$ cat src/rtl/lsu_pkg.sv
// Shared types and helpers for the load/store unit: FSM state encoding,
// RV32I load/store funct3 codes, and legality/alignment helpers.
package lsu_pkg;

  typedef enum logic [2:0] {
    ST_IDLE,
    ST_LOAD,
    ST_MERGE,
    ST_WRITE,
    ST_RESP
  } state_t;

  localparam logic [2:0] F3_B  = 3'b000;
  localparam logic [2:0] F3_H  = 3'b001;
  localparam logic [2:0] F3_W  = 3'b010;
  localparam logic [2:0] F3_BU = 3'b100;
  localparam logic [2:0] F3_HU = 3'b101;

  // Stores only know B/H/W; loads additionally have the unsigned B/H forms.
  function automatic logic f3_legal(input logic we, input logic [2:0] f3);
    if (we) begin
      return (f3 == F3_B) || (f3 == F3_H) || (f3 == F3_W);
    end
    return (f3 == F3_B) || (f3 == F3_H) || (f3 == F3_W) ||
           (f3 == F3_BU) || (f3 == F3_HU);
  endfunction

  // Access size is encoded in funct3[1:0]: 00 byte, 01 half, 10 word.
  function automatic logic is_misaligned(input logic [2:0] f3, input logic [1:0] off);
    case (f3[1:0])
      2'b01:   return off[0];
      2'b10:   return off != 2'b00;
      default: return 1'b0;
    endcase
  endfunction

  // Clears the low offset bits so the access lands on its natural boundary.
  function automatic logic [1:0] align_off(input logic [2:0] f3, input logic [1:0] off);
    case (f3[1:0])
      2'b01:   return {off[1], 1'b0};
      2'b10:   return 2'b00;
      default: return off;
    endcase
  endfunction

endpackage

$ cat src/rtl/load_store_unit_if.sv
// Request/response channels between the execute stage (master) and the
// load/store unit (slave).
interface load_store_unit_if;

  logic        req_valid_i;
  logic        req_ready_o;
  logic        req_we_i;
  logic [2:0]  req_funct3_i;
  logic [31:0] req_addr_i;
  logic [31:0] req_wdata_i;
  logic        rsp_valid_o;
  logic        rsp_ready_i;
  logic [31:0] rsp_rdata_o;
  logic        rsp_err_o;

  modport slave (
    input  req_valid_i, req_we_i, req_funct3_i, req_addr_i, req_wdata_i, rsp_ready_i,
    output req_ready_o, rsp_valid_o, rsp_rdata_o, rsp_err_o
  );

  modport master (
    output req_valid_i, req_we_i, req_funct3_i, req_addr_i, req_wdata_i, rsp_ready_i,
    input  req_ready_o, rsp_valid_o, rsp_rdata_o, rsp_err_o
  );

endinterface

$ cat src/rtl/lsu_lane.sv
// Combinational byte-lane logic: extracts and extends load data from a
// memory word, and merges byte/half/word store data into a memory word.
module lsu_lane
  import lsu_pkg::*;
(
  input  logic [31:0] word,
  input  logic [1:0]  off,
  input  logic [2:0]  funct3,
  input  logic [31:0] wdata,
  output logic [31:0] load_data,
  output logic [31:0] merged
);

  logic [7:0]  byte_sel;
  logic [15:0] half_sel;

  assign byte_sel = word[{off, 3'b000} +: 8];
  assign half_sel = off[1] ? word[31:16] : word[15:0];

  // Little-endian lane select with sign or zero extension by funct3.
  always_comb begin
    load_data = word;
    case (funct3)
      F3_B:    load_data = {{24{byte_sel[7]}}, byte_sel};
      F3_BU:   load_data = {24'h0, byte_sel};
      F3_H:    load_data = {{16{half_sel[15]}}, half_sel};
      F3_HU:   load_data = {16'h0, half_sel};
      default: load_data = word;
    endcase
  end

  genvar gi;
  generate
    for (gi = 0; gi < 4; gi++) begin : g_lane
      localparam logic [1:0] LANE = 2'(gi);
      logic       hit;
      logic [7:0] src;

      // Decide whether this byte lane is overwritten and by which store byte.
      always_comb begin
        hit = 1'b0;
        src = wdata[8*gi +: 8];
        case (funct3[1:0])
          2'b00: begin
            hit = (off == LANE);
            src = wdata[7:0];
          end
          2'b01: begin
            hit = (off[1] == LANE[1]);
            src = LANE[0] ? wdata[15:8] : wdata[7:0];
          end
          2'b10: begin
            hit = 1'b1;
            src = wdata[8*gi +: 8];
          end
          default: hit = 1'b0;
        endcase
      end

      assign merged[8*gi +: 8] = hit ? src : word[8*gi +: 8];
    end
  endgenerate

endmodule

$ cat src/rtl/load_store_unit.sv
// Multi-cycle load/store unit in front of a word-wide memory with
// combinational reads. Handles sub-word loads (extract + extend) and
// sub-word stores (read-modify-write), one request at a time.
// Optional feature: define LSU_ALIGN_CHECK_EN to report misaligned accesses
// as errors; otherwise misaligned addresses are forced to natural alignment.
module load_store_unit
  import lsu_pkg::*;
#(
  parameter int DEPTH  = 2048,
  parameter int ADDR_W = $clog2(DEPTH)
) (
  input  logic                    clk,
  input  logic                    rst_i,
  load_store_unit_if.slave        bus,
  output logic [ADDR_W-1:0]       mem_addr_o,
  output logic [31:0]             mem_wdata_o,
  output logic                    mem_we_o,
  input  logic [31:0]             mem_rdata_i
);

  state_t              state_reg, state_next;
  logic [2:0]          f3_reg;
  logic [ADDR_W-1:0]   addr_reg;
  logic [31:0]         wdata_reg;
  logic [31:0]         merged_reg;
  logic [31:0]         rdata_reg;
  logic                err_reg;

  logic                accept;
  logic                acc_err;
  logic [ADDR_W-1:0]   acc_addr;
  logic [31:0]         lane_load;
  logic [31:0]         lane_merged;

  assign accept = bus.req_valid_i && (state_reg == ST_IDLE);

`ifdef LSU_ALIGN_CHECK_EN
  assign acc_err  = !f3_legal(bus.req_we_i, bus.req_funct3_i) ||
                    is_misaligned(bus.req_funct3_i, bus.req_addr_i[1:0]);
  assign acc_addr = bus.req_addr_i[ADDR_W-1:0];
`else
  assign acc_err  = !f3_legal(bus.req_we_i, bus.req_funct3_i);
  assign acc_addr = {bus.req_addr_i[ADDR_W-1:2],
                     align_off(bus.req_funct3_i, bus.req_addr_i[1:0])};
`endif

  lsu_lane u_lane (
    .word      (mem_rdata_i),
    .off       (addr_reg[1:0]),
    .funct3    (f3_reg),
    .wdata     (wdata_reg),
    .load_data (lane_load),
    .merged    (lane_merged)
  );

  // State register.
  always_ff @(posedge clk) begin
    if (rst_i) begin
      state_reg <= ST_IDLE;
    end else begin
      state_reg <= state_next;
    end
  end

  // Next-state: classify the request on accept, then walk the access sequence.
  always_comb begin
    state_next = state_reg;
    case (state_reg)
      ST_IDLE: begin
        if (accept) begin
          if (acc_err)                            state_next = ST_RESP;
          else if (!bus.req_we_i)                 state_next = ST_LOAD;
          else if (bus.req_funct3_i[1:0] == 2'b10) state_next = ST_WRITE;
          else                                    state_next = ST_MERGE;
        end
      end
      ST_LOAD:  state_next = ST_RESP;
      ST_MERGE: state_next = ST_WRITE;
      ST_WRITE: state_next = ST_RESP;
      ST_RESP:  if (bus.rsp_ready_i) state_next = ST_IDLE;
      default:  state_next = ST_IDLE;
    endcase
  end

  // Request capture, load data sampling and store word merging.
  always_ff @(posedge clk) begin
    if (rst_i) begin
      f3_reg     <= 3'b000;
      addr_reg   <= '0;
      wdata_reg  <= 32'h0;
      merged_reg <= 32'h0;
      rdata_reg  <= 32'h0;
      err_reg    <= 1'b0;
    end else begin
      case (state_reg)
        ST_IDLE: begin
          if (accept) begin
            f3_reg     <= bus.req_funct3_i;
            addr_reg   <= acc_addr;
            wdata_reg  <= bus.req_wdata_i;
            merged_reg <= bus.req_wdata_i;
            rdata_reg  <= 32'h0;
            err_reg    <= acc_err;
          end
        end
        ST_LOAD:  rdata_reg  <= lane_load;
        ST_MERGE: merged_reg <= lane_merged;
        default: ;
      endcase
    end
  end

  assign bus.req_ready_o = (state_reg == ST_IDLE);
  assign bus.rsp_valid_o = (state_reg == ST_RESP);
  assign bus.rsp_rdata_o = (state_reg == ST_RESP) ? rdata_reg : 32'h0;
  assign bus.rsp_err_o   = (state_reg == ST_RESP) && err_reg;

  assign mem_addr_o  = {addr_reg[ADDR_W-1:2], 2'b00};
  assign mem_wdata_o = merged_reg;
  assign mem_we_o    = (state_reg == ST_WRITE) && !rst_i;

endmodule

$ cat src/flat_wrapper.sv
// flat-port wrapper written by rule: the top's interface ports become plain ports
module load_store_unit_flat import lsu_pkg::*;
#(
  parameter int DEPTH  = 2048,
  parameter int ADDR_W = $clog2(DEPTH)
)
  (clk, rst_i, mem_addr_o, mem_wdata_o, mem_we_o, mem_rdata_i, bus_req_valid_i, bus_req_we_i, bus_req_funct3_i, bus_req_addr_i, bus_req_wdata_i, bus_rsp_ready_i, bus_req_ready_o, bus_rsp_valid_o, bus_rsp_rdata_o, bus_rsp_err_o);
  load_store_unit_if bus_i ();
  input  logic clk;
  input  logic rst_i;
  output logic [ADDR_W-1:0] mem_addr_o;
  output logic [31:0] mem_wdata_o;
  output logic mem_we_o;
  input  logic [31:0] mem_rdata_i;
  input wire logic [$bits(bus_i.req_valid_i)-1:0] bus_req_valid_i;
  input wire logic [$bits(bus_i.req_we_i)-1:0] bus_req_we_i;
  input wire logic [$bits(bus_i.req_funct3_i)-1:0] bus_req_funct3_i;
  input wire logic [$bits(bus_i.req_addr_i)-1:0] bus_req_addr_i;
  input wire logic [$bits(bus_i.req_wdata_i)-1:0] bus_req_wdata_i;
  input wire logic [$bits(bus_i.rsp_ready_i)-1:0] bus_rsp_ready_i;
  output wire logic [$bits(bus_i.req_ready_o)-1:0] bus_req_ready_o;
  output wire logic [$bits(bus_i.rsp_valid_o)-1:0] bus_rsp_valid_o;
  output wire logic [$bits(bus_i.rsp_rdata_o)-1:0] bus_rsp_rdata_o;
  output wire logic [$bits(bus_i.rsp_err_o)-1:0] bus_rsp_err_o;
  assign bus_i.req_valid_i = bus_req_valid_i;
  assign bus_i.req_we_i = bus_req_we_i;
  assign bus_i.req_funct3_i = bus_req_funct3_i;
  assign bus_i.req_addr_i = bus_req_addr_i;
  assign bus_i.req_wdata_i = bus_req_wdata_i;
  assign bus_i.rsp_ready_i = bus_rsp_ready_i;
  assign bus_req_ready_o = bus_i.req_ready_o;
  assign bus_rsp_valid_o = bus_i.rsp_valid_o;
  assign bus_rsp_rdata_o = bus_i.rsp_rdata_o;
  assign bus_rsp_err_o = bus_i.rsp_err_o;
  load_store_unit #(.DEPTH(DEPTH), .ADDR_W(ADDR_W)) u_core (.clk(clk), .rst_i(rst_i), .bus(bus_i), .mem_addr_o(mem_addr_o), .mem_wdata_o(mem_wdata_o), .mem_we_o(mem_we_o), .mem_rdata_i(mem_rdata_i));
endmodule
$ cat config.mk
export PLATFORM = sky130hd
export DESIGN_NAME = load_store_unit_flat
export DESIGN_NICKNAME = d
export VERILOG_FILES = /design/src/rtl/lsu_pkg.sv /design/src/rtl/load_store_unit_if.sv /design/src/rtl/lsu_lane.sv /design/src/rtl/load_store_unit.sv /design/src/flat_wrapper.sv
export SDC_FILE = /design/constraint.sdc
export NUM_CORES = 1
export LEC_CHECK = 0
export BUFFER_PORTS_ARGS = -buffer_cell sky130_fd_sc_hd__buf_2
export CORE_ASPECT_RATIO = 0.6
export CORE_MARGIN = 2
export CORE_UTILIZATION = 40
export DETAILED_ROUTE_END_ITERATION = 10
export HOLD_SLACK_MARGIN = 0.05
export PLACE_DENSITY = 0.71
export SKIP_CTS_REPAIR_TIMING = 1
export SYNTH_ARGS = -nofsm -noshare
export SYNTH_HDL_FRONTEND = slang
export SYNTH_SLANG_ARGS = --single-unit
$ cat constraint.sdc
create_clock -name clk -period 5 [get_ports clk]
set_clock_uncertainty 0.05 [all_clocks]
set_input_delay 0.25 -clock clk [delete_from_list [all_inputs] [get_ports clk]]
set_output_delay 0.25 -clock clk [all_outputs]
set_load 0.05 [all_outputs]
**Word-level counts from Yosys, hierarchy flattened**

Cells that the tools add are included.
W data, S select, Z words.

- Register bits after elaboration: 114
- Input port bits: 104

- Eq/ne operators: 20
- Shift operators: 1
- Multiplexer cells: 28
- Bitwise gates (word level): 1
- Reduce and logical (&&, ||, !) cells: 22

Operators with widths:

| kind | number |
|---|---|
| $pmux W32 S2 | 2 |
| $pmux W32 S4 | 1 |
| $mux W32 | 3 |
| $mux W8 | 6 |
| $shiftx A32 B6 Y8 | 1 |
| $mux W16 | 1 |
| $pmux W8 S2 | 1 |
| $eq A3 B3 Y1 const B | 5 |
| $mux W3 | 4 |
| $pmux W1 S3 | 4 |
| $pmux W3 S4 | 1 |
| $eq A3 B1 Y1 const B | 3 |
| $eq A3 B2 Y1 const B | 3 |
| $logic_not A3 Y1 | 3 |
| $eq A2 B2 Y1 const B | 4 |
| $reduce_and A2 Y1 | 4 |
| $eq A2 B1 Y1 const B | 3 |
| $logic_not A2 Y1 | 2 |
| $logic_or A1 B1 Y1 | 4 |
| $mux W1 | 4 |
| $pmux W2 S2 | 1 |
| $reduce_bool A2 Y1 | 2 |
| $reduce_or A2 Y1 | 2 |
| $logic_and A1 B1 Y1 | 3 |
| 4 further kinds | 5 |

**Depth between registers and ports, before layout**

- Word-level depth: 9
- Depth in mapped cells: 7

**By module**

A second synthesis with hierarchy kept.

- Cell total of the unflattened synthesis: 789
- Area, all modules: 5930.7 µm²

Modules (own cells, without submodules):

| module | instances | cells an instance | area each (µm²) | seq. area each (µm²) |
|---|---|---|---|---|
| load_store_unit | 1 | 568 | 4478.0 | 2282.2 |
| lsu_lane | 1 | 221 | 1452.6 | 0.0 |

**Least setup slack after synthesis**

Ideal clock, no wire load.

- Path kind: register to output
- From: register u_core.state_reg[1]
- To: output bus_rsp_rdata_o[22]
- Arrival time: 2.093 ns
- Path slack: 2.607 ns
- Cell stages (with the launch flop): 5
- Buffers on the path: 2
- Cell sequence: dfxtp_1 buf_2 nor3b_1 clkbuf_1 and2_1

- Cells in the longest elaborated chain, start to end: 2

RTL lines:

| what | RTL line | text |
|---|---|---|
| from (decl) | load_store_unit.sv:21 | `state_t state_reg, state_next;` |
| from (signal assigned) | load_store_unit.sv:61 | `state_reg <= state_next;` |
| $eq A3 B3 Y1 | n/a |  |
| net bus_rsp_valid_o | flat_wrapper.sv:22 | `output wire logic [$bits(bus_i.rsp_valid_o)-1:0] bus_rsp_valid_o;` |
| $mux W32 | load_store_unit.sv:115 | `assign bus.rsp_rdata_o = (state_reg == ST_RESP) ? rdata_reg : 32'h0;` |
| to (decl) | flat_wrapper.sv:23 | `output wire logic [$bits(bus_i.rsp_rdata_o)-1:0] bus_rsp_rdata_o;` |

The timed path passes the listed nets, and every way through them passes these cells.

**Worst setup path in the final report**

- From: register u_core.f3_reg[1]
- To: register u_core.merged_reg[23], in the netlist u_core.mem_wdata_o[23]

- Cells in the longest elaborated chain, start to end: 5
- Elaborated cells between the ends (all ways): 8
- Classes of those cells: 2 x eq/ne; 4 x mux; 2 x reduce/logical

RTL lines:

| what | RTL line | text |
|---|---|---|
| from (decl) | load_store_unit.sv:22 | `logic [2:0] f3_reg;` |
| from (signal assigned) | load_store_unit.sv:98 | `f3_reg <= bus.req_funct3_i;` |
| $eq A2 B1 Y1 / $logic_not A2 Y1 (equally long branches) | lsu_lane.sv:43 | `case (funct3[1:0])` |
| $reduce_or A2 Y1 (no source line) | n/a |  |
| $mux W8 | lsu_lane.sv:43 |  |
| $mux W8 * | lsu_lane.sv:60 | `assign merged[8*gi +: 8] = hit ? src : word[8*gi +: 8];` |
| $pmux W32 S2 * | load_store_unit.sv:95 | `case (state_reg)` |
| to (signal assigned) | load_store_unit.sv:101 | `merged_reg <= bus.req_wdata_i;` |
| to (signal assigned) | load_store_unit.sv:107 | `ST_MERGE: merged_reg <= lane_merged;` |
| to (decl) | load_store_unit.sv:25 | `logic [31:0] merged_reg;` |

Mark *: on every way between the ends. The rest lies on a longest branch, timed or not.
A chain may end at the register's enable or synchronous reset.

==> results.yml <==
yosys:
  postSynthCellCount: 678
  yosysSeqAreaShare_pct: 40.40
  synth-edff-count: 0
  async_flop_share_pct: 0
  ys_types: 51
  synth.most_common_cell: "nand2_1"
  synth.area.top_cells: "dfxtp_1 40%, nand2_1 8.7%, a21oi_1 5.9%, and2_1 4.0%, mux2_2 3.6%"
  synth_flop_cell: "dfxtp_1"
  yosysTopAreaCellShare_pct: 40.40
  synth-seq-cells: 114
  avgSynthCellArea_sq_um: 8.332
  synth_top_cell_by_area: "dfxtp_1"
  synth_warnings: 0
  syn_area_sq_um: 5649
  synth_common_cells: "131 x nand2_1, 114 x dfxtp_1, 67 x a21oi_1"
clock_tree:
  cts_num_sinks: 114
  clock_latency_ns: 0.41
  clk_path_buf_depth: 2
  cts_buffers: 17
  cts_tree: "yes"
  cts_root_buffer: "clkbuf_16"
  clk_pin_slew_worst_paths_ns: 0.06
  htree_levels: 4
timing:
  rsz0062_at_grt: "no"
  tns_ns: 0
  finalSetupViolCount: 0
  worst_pin_slew_ns: 1.098
  finalHoldViolCount: 0
  slew_viol_final: 0
  max_clock_freq_ghz: 0.3749
  fin_crit_ns: 2.668
  fin_crit_sh_pct: 53.35
  max_slew_margin_pct: 24.68
routing:
  ant_nets: 0
  drc_errors: 0
  wl_per_cell_microns: 17.97
  avgViaCountPerCell: 5.471
  drtIter0Drc: 579
  vias: 5537
  drt-pass1-iter-count: 6
  wl_mm: 18.19
critical_path:
  crit_type: "reg -> reg"
  cp.required_ns: 5.28
  worst-path-max-fanout: 23
  slowest_stage: "dfxtp_1"
  r2r_start: "u_core.f3_reg[1]"
  end_kind: "register"
  crit_arrival_ns: 2.95
  worstPathCellList: "and2b_1 > a21oi_1 > o211ai_1 > a31oi_1"
  reg2reg_depth: 4
  slowest_delay_ns: 0.89
  regToRegSetupSlack_ns: 2.33
  critPathBufInv: 0
  cpLargestDelayFamily: "compound AO/OA/AOI/OAI gates"
  r2r-end: "u_core.mem_wdata_o[23]"
  start_kind: "register"
cells_and_area:
  final_util_pct: 52.17
  areaGrowthSynthToFinish_pct: 26.60
  fin_nets: 914
  drive_gt1_share_pct: 28.05
  antenna_cells: 0
die:
  start_util_pct: 41.21
  rows: 33
  dieArea_sq_um: 15120
  pin_count: 183
  die_w_microns: 157.4
  die_h_microns: 96.06
  core_sq_um: 13710
global_route:
  gr-max-usage-layer: "met1"
  grt_max_degree: 48
  grt_use_met2_pct: 33.59
  grt_pass1_wl_mm: 27.12
  grt_pass1_vias: 4847
  grt_use_total_pct: 23.88
  use_met3_pct: 5.628
  use_met1_pct: 36.47
  gr-total-overflow: 0
  antenna_found_initial: 0
min_path:
  hold_class: "in -> reg"
  min_from: "bus_req_addr_i[4]"
  holdPathEnd: "u_core.addr_reg[4]"
  hold_depth: 3
status:
  outcome: "completed"
power:
  power_density_nw_per_um2: 390.2
  power_w: 0.002790
  ir_drop_v: 0.0002824
  p_leak_nw: 3.069
placed_design:
  dp_hpwl_mm: 13.20
  gp_congestion: 0.8935
  numPortBuffers: 159
flow_run:
  maxCapViolations: 0
==> through the flow <==
stage	hold WS [ns]	instance area [sq um]	cells	worst slack [ns]
floorplan	0.3360	5653	679	2.607
global placement	0.3793	6461	972	2.440
detailed placement	0.3851	6461	972	2.440
CTS	0.01518	7072	1004	2.435
global route	0.05116	7152	1012	2.222
finish	0.04047	7152	1012	2.332
==> report_power, final <==
part | leakage [nW] | internal (W) | switching (W)
combinational | 1.84 | 0.000155 | 0.000340
clock | 0.297 | 0.000842 | 0.000433
sequential | 0.932 | 0.000968 | 0.0000530
total | 3.07 | 0.00197 | 0.000825
==> worst register-to-register path: stages (launching register included) <==
cell,delay [ns]
dfxtp_1,0.89
and2b_1,0.31
a21oi_1,0.81
o211ai_1,0.29
a31oi_1,0.24
==> area by class of cell <==
class | instances | area [sq um]
sequential | 114 | 2282
tap | 192 | 240.2
clock buffer | 21 | 450.4
clock inverter | 11 | 160.2
inverter | 11 | 41.29
timing repair buffer | 176 | 943.4
multi-input combinational | 487 | 3034
fill | 1351 | 6556
==> kinds of logic (layout without fill, tap and decap cells) <==
kind of cell,after synthesis,in the layout,share of synthesized area (%)
AOI/OAI and AO/OA,201,201,24.19
DFF,114,114,40.40
adders and majority gates,3,3,0.6645
and+or+nand+nor,242,242,20.55
buffers and inverters,78,219,6.600
muxes,39,39,7.530
other,1,2,0.06638
==> metal layers <==
metal,wire length [microns],vias up,part of all wire (%)
met4,127,0,0.70
met5,0,-,0
met2,7373,259,41
li1,-,2662,-
met1,8891,2605,49
met3,1794,11,9.9
==> worst max-delay path by stage <==
stage	start	end	slack, ns	depth (start not counted)
final	u_core.f3_reg[1]	u_core.mem_wdata_o[23]	2.33	4
after global routing	u_core.f3_reg[1]	u_core.mem_wdata_o[23]	2.22	4
after CTS	u_core.f3_reg[1]	u_core.mem_wdata_o[23]	2.44	4
after detailed placement	u_core.f3_reg[1]	u_core.mem_wdata_o[23]	2.44	4
after global placement	u_core.f3_reg[1]	u_core.mem_wdata_o[23]	2.44	4
after floorplan	u_core.state_reg[1]	bus_rsp_rdata_o[22]	2.61	4
==> placed cells by master (no fill, tap or decap), types with 3 or more instances in the layout <==
master / n
a21o_1: 10
a21boi_0: 21
a221o_1: 17
clkbuf_1: 3
bufinv_16: 4
or4_1: 3
dfxtp_1: 114
o211ai_1: 5
a31oi_1: 17
clkbuf_16: 17
nor3_1: 3
a21oi_1: 66
a21boi_1: 3
nor2b_1: 3
nand2b_1: 5
ha_1: 3
and2_1: 36
or2_2: 3
a221oi_1: 5
dlygate4sd3_1: 8
inv_1: 11
clkinv_2: 5
buf_2: 159
nand3_1: 29
a311o_1: 7
mux2_2: 18
o21ai_0: 23
o22ai_1: 5
buf_4: 9
or3_1: 9
nor2_1: 8
a222oi_1: 7
nand2_1: 131
mux2i_1: 20
Note: power is estimated with default switching activity, not from simulation.
